**config.mk**
```make
export PLATFORM = sky130hd
export DESIGN_NAME = child_dispatch_rr
export DESIGN_NICKNAME = d
export VERILOG_FILES = /design/src/rtl/child_dispatch_rr.sv
export SDC_FILE = /design/constraint.sdc
export NUM_CORES = 1
export LEC_CHECK = 0
export BUFFER_PORTS_ARGS = -buffer_cell sky130_fd_sc_hd__clkbuf_2
export CORE_UTILIZATION = 35
export CTS_CLUSTER_DIAMETER = 200
export DETAILED_ROUTE_END_ITERATION = 6
export PLACE_DENSITY = 0.59
export REMOVE_ABC_BUFFERS = 1
export SKIP_CTS_REPAIR_TIMING = 1
export SLEW_MARGIN = 15
export SYNTH_ARGS = -nofsm -noshare
export SYNTH_HDL_FRONTEND = slang
export SYNTH_SLANG_ARGS = --single-unit
```
**constraint.sdc**
```tcl
create_clock -name clk_i -period 4.7 [get_ports clk_i]
set_input_delay 1.175 -clock clk_i [delete_from_list [all_inputs] [get_ports clk_i]]
set_output_delay 1.175 -clock clk_i [all_outputs]
set_load 0.1 [all_outputs]
```
**src/rtl/child_dispatch_rr.sv**
```systemverilog
// Round-robin dispatcher: buffers one upstream item and hands it to the next enabled child.
// Optional per-child delivery counters are built when DISPATCH_STATS_EN is defined.
module child_dispatch_rr #(
    parameter int NUM_CHILDREN = 10,
    parameter int DATA_W       = 16,
    parameter int CNT_W        = 16
) (
    input  logic                          clk_i,
    input  logic                          rst_i,
    input  logic                          in_valid_i,
    output logic                          in_ready_o,
    input  logic [DATA_W-1:0]             in_data_i,
    input  logic [NUM_CHILDREN-1:0]       enable_mask_i,
    output logic [NUM_CHILDREN-1:0]       out_valid_o,
    input  logic [NUM_CHILDREN-1:0]       out_ready_i,
    output logic [DATA_W-1:0]             out_data_o,
    output logic                          idle_o,
    output logic [CNT_W-1:0]              dispatch_cnt_o,
    output logic [NUM_CHILDREN*CNT_W-1:0] child_cnt_o
);
    localparam int IDX_W = $clog2(NUM_CHILDREN);

    typedef enum logic [1:0] {IDLE, SELECT, OFFER} state_t;

    state_t                  state_q;
    logic [IDX_W-1:0]        ptr_q, tgt_q, pick;
    logic [DATA_W-1:0]       hold_q;
    logic [CNT_W-1:0]        cnt_q, cnt_d;
    logic [NUM_CHILDREN-1:0] offer;
    logic                    any_en, hs;

    // Scan downward so the enabled child closest to ptr (in wrap order) wins.
    always_comb begin
        int idx;
        pick   = ptr_q;
        any_en = |enable_mask_i;
        for (int k = NUM_CHILDREN - 1; k >= 0; k--) begin
            idx = int'(ptr_q) + k;
            if (idx >= NUM_CHILDREN) idx = idx - NUM_CHILDREN;
            if (enable_mask_i[IDX_W'(idx)]) pick = IDX_W'(idx);
        end
    end

    always_comb begin
        offer = '0;
        if (state_q == OFFER) offer[tgt_q] = 1'b1;
    end

    assign hs    = (state_q == OFFER) && out_ready_i[tgt_q];
    assign cnt_d = cnt_q + 1'b1;

    always_ff @(posedge clk_i) begin
        if (rst_i) begin
            state_q <= IDLE;
            ptr_q   <= '0;
            tgt_q   <= '0;
            hold_q  <= '0;
            cnt_q   <= '0;
        end else begin
            case (state_q)
                IDLE: if (in_valid_i) begin
                    hold_q  <= in_data_i;
                    state_q <= SELECT;
                end
                SELECT: if (any_en) begin
                    tgt_q   <= pick;
                    state_q <= OFFER;
                end
                OFFER: if (hs) begin
                    ptr_q   <= (tgt_q == IDX_W'(NUM_CHILDREN - 1)) ? '0 : tgt_q + 1'b1;
                    cnt_q   <= cnt_d;
                    state_q <= IDLE;
                end
                default: state_q <= IDLE;
            endcase
        end
    end

    // While rst is high every output is forced to its reset value.
    assign in_ready_o     = (state_q == IDLE) && !rst_i;
    assign idle_o         = rst_i || (state_q == IDLE);
    assign out_valid_o    = rst_i ? '0 : offer;
    assign out_data_o     = rst_i ? '0 : hold_q;
    assign dispatch_cnt_o = rst_i ? '0 : cnt_q;

`ifdef DISPATCH_STATS_EN
    logic [NUM_CHILDREN-1:0][CNT_W-1:0] ccnt_q;

    always_ff @(posedge clk_i) begin
        if (rst_i)   ccnt_q        <= '0;
        else if (hs) ccnt_q[tgt_q] <= ccnt_q[tgt_q] + 1'b1;
    end

    assign child_cnt_o = rst_i ? '0 : ccnt_q;
`else
    assign child_cnt_o = '0;
`endif

endmodule

```
==> summary.md, run 1 <==
| Metric | Value |
|---|---|
| Status | `finished clean` |
| Clk root buf | `clkbuf_16` |
| Net count, final | `943` |
| Core Footprint | `0.01658 mm²` |
| IO Pins | `243` |
| EDFF count, synth | `0` |
| Synth top area share | `20.17%` |
| Slew HR | `44.60%` |
| Initial DRC count | `424` |
| Worst-margin pin slew | `0.8299 ns` |
| Layout cells sized above 1 | `15.57%` |
| Global-route wire length before repair | `22830 µm` |
| GR Overflow Total | `0` |
| Final setup margin | `0.6150 ns` |
| Worst hold-check path type | `register to register` |
| Gr usage total | `16.05%` |
| Most frequent cells in the layout | `conb_1 (160), nand2_1 (82), clkbuf_2 (78), nor2_1 (64), a21oi_1 (51)` |
| # fillers | `1791` |
| RR Endpoint | `tgt_q[0]` |
| Crit-path cells | `ha_1 -> xnor2_2 -> ha_1 -> a21oi_1 -> o31a_1 -> or2_1 -> or4b_1 -> nor3b_1 -> o2111ai_1 -> a21oi_1 -> o211ai_1 -> mux2i_1 -> nand2_1` |
| Remaining DRCs | `0` |
| Worst path required time | `4.88 ns` |
| Final Non-Filler Cells | `1100` |
| Antenna cells | `0` |
| Antenna viol nets, final | `0` |
| Initial core utilization | `35.91%` |
| Fin crit share | `86.92%` |
| Dpl ws | `0.6947 ns` |
| Clk slew on worst S/H paths | `0.07 ns` |
| Sequential-to-total area share from yosys stat | `14.12%` |
| Worst Setup End Kind | `register` |
| Critical path startpoint category | `register` |
| Vias in the first global route | `4315` |
| Syn. warnings | `0` |
| CP peak stage delay | `0.57 ns` |
| Leakage power | `2.812 nW` |
| Post-route cell area | `0.006166 mm²` |
| Synth area leader | `buf_4` |
| Mapped Area | `0.005954 mm²` |
| Worst vdd rail ir drop | `164.9 µV` |
| Hold path depth | `2` |
| RSZ-0062 raised after global routing | `no` |
| Yosys reg bits | `42` |
| Area Growth Syn to Fin | `3.551%` |
| Sink Count | `42` |
| R2R cell count | `13` |
| Detailed placement HPWL | `11690 µm` |
| Routed wire length | `14880 µm` |
| Full die area | `0.01754 mm²` |
| Min-Delay Endpoint | `hold_q[2]` |
| Footprint of the multi-input gates | `0.004265 mm²` |
| Async SR Flop Fraction | `0%` |
| Largest net degree at the start of global routing | `42` |
| Initial antenna violation count | `0` |
| Post-DP Area | `0.006017 mm²` |
| CTS H-Tree Depth | `2` |
| Hold Violations, Final | `0` |
| Final Skew | `0.004150 ns` |
| Gpl congestion | `0.9410` |
| Most common cell after layout, fill and taps aside | `conb_1` |
| Mapped Cells | `809` |
| Total CTS buffers | `5` |
| Hold_sp | `hold_q[2]` |
| Number of port buffers | `82` |
| Syn_area_per_cell | `7.360 µm²` |
| Die W | `132.4 µm` |
| Die H | `132.4 µm` |
| CP max stage cell | `or4b_1` |
| Vias | `5293` |
| Worst hold margin | `0.4486 ns` |
| Max-slew violation count | `0` |
| Crit Reg-Reg Startpoint | `ptr_q[1]` |
| DR vias/cell | `4.812` |
| Clk Latency, worst-skew pair | `0.29 ns` |
| CTS tree | `yes` |
| Area contributors post-synth | `buf_4 (20%), dfxtp_1 (14%), mux2i_1 (5.4%), nand2_1 (5.2%), ha_1 (5.0%)` |
| Max Root-Sink Buffers | `2` |
| Highest Clock Rate | `244.8 MHz` |
| R2R setup slack | `0.61 ns` |
| Primary FF master, synth | `dfxtp_1` |
| Rows | `47` |
| Cell Pwr Density | `311.9 mW/mm²` |
| Register area | `840.8 µm²` |
| Crit Path Max Fanout | `12` |
| Wire per inst | `13.53 µm` |
| Number of max-cap violations | `0` |
| TritonRoute pass-1 iters | `5` |
| Placed cells | `1092` |
| Final setup fails | `0` |
| Yosys cell types | `77` |
| Kind of critical path | `register to register` |
| Min Tclk post-route | `4.085 ns` |
| Arrival @ worst endpoint | `4.27 ns` |
synth_stat cells, types with 5 or more instances:
library cell / instances
mux2_2: 6
and3_1: 7
a22oi_1: 8
nand4_1: 7
xnor2_1: 16
a21oi_1: 51
nor3_1: 21
and2_1: 5
a211oi_1: 6
nand3_1: 12
o211ai_1: 6
nand2_1: 82
nand2b_1: 9
o21ai_0: 27
ha_1: 24
inv_1: 20
nand3b_1: 7
a21o_1: 8
clkbuf_1: 22
dfxtp_1: 42
mux2i_1: 32
nor4_1: 6
nor2b_1: 41
buf_4: 160
buf_2: 6
mux4_2: 5
nor2_1: 64
xor2_1: 15
o2111ai_1: 7
nor3b_1: 6
registers in the layout, summed over array words and instances, names as in the netlist:
signal,cells
cnt_q,16
tgt_q,4
state_q,2
hold_q,16
ptr_q,4
metal layers:
layer | share of wire, % | wire length, µm | vias up | global-route usage, %
li1 | - | - | 2633 | -
met1 | 46 | 6874 | 2402 | 22.99
met2 | 45 | 6744 | 242 | 25.12
met3 | 7.2 | 1074 | 16 | 2.452
met4 | 1.3 | 191 | 0 | 3.640
met5 | 0 | 0 | - | 0
report_power, final:
part / internal, mW / total (mW) / switching, mW
Combinational: 0.232 / 1.17 / 0.937
Clock: 0.199 / 0.360 / 0.161
Sequential: 0.372 / 0.395 / 0.0229
kinds of logic (layout without fill, tap and decap cells):
group | Yosys count | after routing | synth area share, %
AND/OR/NAND/NOR | 288 | 288 | 24.35
buffers and inverters | 217 | 129 | 24.27
flip-flops | 42 | 42 | 14.12
multiplexers | 45 | 45 | 8.846
XOR/XNOR | 33 | 33 | 5.106
AO/OA/AOI/OAI | 158 | 158 | 17.86
adder cells (fa/ha/maj) | 25 | 25 | 5.379
other | 1 | 160 | 0.06298
per-stage QoR:
step                      utilization [%]  TNS [ns]  power [mW]
final                               37.18         0       1.923
after floorplan                         -  -0.03490       1.399
after CTS                           37.18         0       1.918
after global routing                37.18         0       2.007
after detailed placement            36.28         0       1.558
after global placement              36.28         0       1.562
critical path, delay by kind of cell, from the launching register on:
kind	cells	cell delay, ns
adder cells (fa/ha/maj)	2	0.88
AND/OR/NAND/NOR	4	1.06
multiplexers	1	0.22
flip-flops	1	0.55
AO/OA/AOI/OAI	5	1.03
XOR/XNOR	1	0.22
final cells by class:
cell class | count | area share [%]
inverter | 24 | 1.461
tap | 220 | 4.464
timing repair buffer | 97 | 8.847
clock buffer | 5 | 2.029
multi-input combinational | 709 | 69.18
clock inverter | 3 | 0.3856
sequential | 42 | 13.64
worst max path at each step:
stage               slack (ns)  depth (start not counted)             end      from
floorplan                -0.02                          3  out_valid_o[4]     rst_i
global placement          0.80                         13        tgt_q[0]  ptr_q[1]
detailed placement        0.69                         13        tgt_q[0]  ptr_q[1]
CTS                       0.65                         13        tgt_q[0]  ptr_q[1]
global route              0.34                         13        tgt_q[3]  ptr_q[1]
finish                    0.61                         13        tgt_q[0]  ptr_q[1]
No activity file was read; power rests on OpenSTA's default activity.
==> run 2: changes to the inputs <==
- CAP_MARGIN: unset -> 10
- RECOVER_POWER: unset -> 50
==> run 2 against run 1 <==
Core utilization decreased by 0.075 points. Non-clock buffer count unchanged. Via count increased by 0.40%. Design area decreased by 0.20%. Critical path depth unchanged. Maximum frequency about the same. Clock skew about the same. Largest power group unchanged.
==> summary.md, run 2 (synthesis results as in run 1) <==
| Metric | Value |
|---|---|
| Status | `finished clean (unchanged)` |
| Min Tclk post-route | `4.081 ns (was 4.085 ns)` |
| Final Non-Filler Cells | `1100 (unchanged)` |
| IO Pins | `243 (unchanged)` |
| Placed cells | `1092 (unchanged)` |
| CP bufs+invs | `0 (unchanged)` |
| Max Root-Sink Buffers | `2 (unchanged)` |
| Antenna viol nets, final | `0 (unchanged)` |
| Sink Count | `42 (unchanged)` |
| Detailed placement HPWL | `11690 µm (unchanged)` |
| Clk slew on worst S/H paths | `0.07 ns (about the same)` |
| Total CTS buffers | `5 (unchanged)` |
| Area Growth Syn to Fin | `3.341% (was 3.551%)` |
| CTS H-Tree Depth | `2 (unchanged)` |
| CTS tree | `yes (unchanged)` |
| R2R setup slack | `0.62 ns (was 0.61 ns)` |
| Routed wire length | `14870 µm (was 14880 µm)` |
| Logic pwr share | `60.8% (about the same)` |
| Die W | `132.4 µm (unchanged)` |
| Sw Pwr | `1.119 mW (was 1.120 mW)` |
| Gr usage total | `16.05% (unchanged)` |
| Highest Clock Rate | `245.0 MHz (was 244.8 MHz)` |
| Number of max-cap violations | `0 (unchanged)` |
| Fin crit share | `86.84% (was 86.92%)` |
| Crit path launch | `ptr_q[1] (unchanged)` |
| Worst path required time | `4.88 ns (about the same)` |
| Initial DRC count | `416 (was 424)` |
| Rows | `47 (unchanged)` |
| Final setup margin | `0.6187 ns (was 0.6150 ns)` |
| Worst hold margin | `0.4484 ns (was 0.4486 ns)` |
| Antenna cells | `0 (unchanged)` |
| Initial antenna violation count | `0 (unchanged)` |
| Initial core utilization | `35.91% (unchanged)` |
| Most common cell after layout, fill and taps aside | `conb_1 (unchanged)` |
| Leakage power | `2.784 nW (was 2.812 nW)` |
| Worst hold-check path type | `register to register (unchanged)` |
| Slew HR | `20.06% (was 44.60%)` |
| Largest net degree at the start of global routing | `42 (unchanged)` |
| Crit Path Max Fanout | `12 (unchanged)` |
| Register share of total power | `20.5% (about the same)` |
| CP peak stage delay | `0.57 ns (about the same)` |
| Wire per inst | `13.52 µm (was 13.53 µm)` |
| Arrival @ worst endpoint | `4.27 ns (about the same)` |
| Worst Setup End Kind | `register (unchanged)` |
| Crit Reg-Reg Startpoint | `ptr_q[1] (unchanged)` |
| Sw Share | `58.27% (was 58.26%)` |
| Global-route wire length before repair | `22830 µm (unchanged)` |
| Hold Violations, Final | `0 (unchanged)` |
| CP Depth | `13 (unchanged)` |
| Clk Latency, worst-skew pair | `0.29 ns (about the same)` |
| Cell Pwr Density | `312.2 mW/mm² (was 311.9 mW/mm²)` |
| R2R cell count | `13 (unchanged)` |
| Cell family with most CP delay | `simple AND/OR/NAND/NOR gates (unchanged)` |
| Gpl congestion | `0.9410 (unchanged)` |
| Largest registers | `cnt_q (16), hold_q (16) (unchanged)` |
| RR Endpoint | `tgt_q[0] (unchanged)` |
| Crit-path cells | `ha_1 -> xnor2_2 -> ha_1 -> a21oi_1 -> o31a_1 -> or2_1 -> or4b_1 -> nor3b_1 -> o2111ai_1 -> a21oi_1 -> o211ai_1 -> mux2i_1 -> nand2_1 (unchanged)` |
| Worst-margin pin slew | `1.204 ns (was 0.8299 ns)` |
| DR vias/cell | `4.831 (was 4.812)` |
| Power Internal | `0.8017 mW (was 0.8026 mW)` |
| Most frequent cells in the layout | `conb_1 (160), nand2_1 (82), clkbuf_2 (71), nor2_1 (64), a21oi_1 (51) (was conb_1 (160), nand2_1 (82), clkbuf_2 (78), nor2_1 (64), a21oi_1 (51))` |
| Max-slew violation count | `0 (unchanged)` |
| GR Overflow Total | `0 (unchanged)` |
| Dpl ws | `0.6947 ns (unchanged)` |
| Final Skew | `0.003890 ns (was 0.004150 ns)` |
| Clk root buf | `clkbuf_16 (unchanged)` |
| Layout cells sized above 1 | `14.66% (was 15.57%)` |
| Kind of critical path | `register to register (unchanged)` |
| Remaining DRCs | `0 (unchanged)` |
| Clock share of power | `18.7% (about the same)` |
| Worst vdd rail ir drop | `164.9 µV (about the same)` |
| Net count, final | `943 (unchanged)` |
| Worst setup endpoint | `tgt_q[0] (unchanged)` |
| Critical path startpoint category | `register (unchanged)` |
| Die H | `132.4 µm (unchanged)` |
| Final Core Density | `37.11% (was 37.18%)` |
| Core Footprint | `0.01658 mm² (unchanged)` |
| Full die area | `0.01754 mm² (unchanged)` |
| RSZ-0062 raised after global routing | `no (unchanged)` |
| CP max stage cell | `or4b_1 (unchanged)` |
| Vias | `5314 (was 5293)` |
| Number of port buffers | `82 (unchanged)` |
| Final setup fails | `0 (unchanged)` |
| Setup TNS | `0 ns (unchanged)` |
| Vias in the first global route | `4315 (unchanged)` |
| TritonRoute pass-1 iters | `5 (unchanged)` |
-- run 2: changes by cell type in the layout (fill, tap and decap cells not counted), sizes merged --
cell    change
buf         -1
clkbuf      +1
-- run 2: area by class of cell --
cell class | instances | area [µm²]
Multi-Input combinational cell | 709 | 4265
Inverter | 24 | 90.09
Timing Repair Buffer | 97 | 533.0
Fill cell | 1795 | 10430
Clock inverter | 3 | 23.77
Sequential cell | 42 | 840.8
Clock buffer | 5 | 125.1
Tap cell | 220 | 275.3
-- run 2: worst min-delay path by stage --
stage / cells after the start / slack, ns / start / to
floorplan: 2 / 0.43 / hold_q[0] / hold_q[0]
global placement: 2 / 0.44 / hold_q[10] / hold_q[10]
detailed placement: 2 / 0.44 / hold_q[12] / hold_q[12]
CTS: 2 / 0.45 / hold_q[10] / hold_q[10]
global route: 2 / 0.47 / hold_q[15] / hold_q[15]
finish: 2 / 0.45 / hold_q[2] / hold_q[2]
-- run 2: tightest hold or removal path: cells and delay by family, from the launching register on --
kind / cells / cell delay (ns)
flip-flops: 1 / 0.30
AND/OR/NAND/NOR: 1 / 0.05
AO/OA/AOI/OAI: 1 / 0.05
-- run 2: through the flow --
step                cell area, µm²  power [mW]
floorplan                     5196       1.399
CTS                           6166       1.918
global placement              6017       1.562
detailed placement            6017       1.558
global route                  6153       2.006
finish                        6153       1.921
-- run 2: power groups by stage --
stage / Combinational (mW) / Sequential, mW / Clock, mW
2_1_floorplan: 1.00 / 0.400 / 0
3_3_place_gp: 1.16 / 0.402 / 0
3_5_place_dp: 1.16 / 0.402 / 0
4_1_cts: 1.16 / 0.394 / 0.366
5_1_grt: 1.23 / 0.398 / 0.382
6_report: 1.17 / 0.394 / 0.360
-- run 2: metal layers --
metal / up-vias / GRT usage [%] / wire length, µm
met5: - / 0 / 0
met4: 0 / 3.640 / 213
met3: 18 / 2.452 / 994
met2: 232 / 25.12 / 6713
met1: 2430 / 22.99 / 6951
li1: 2634 / - / -
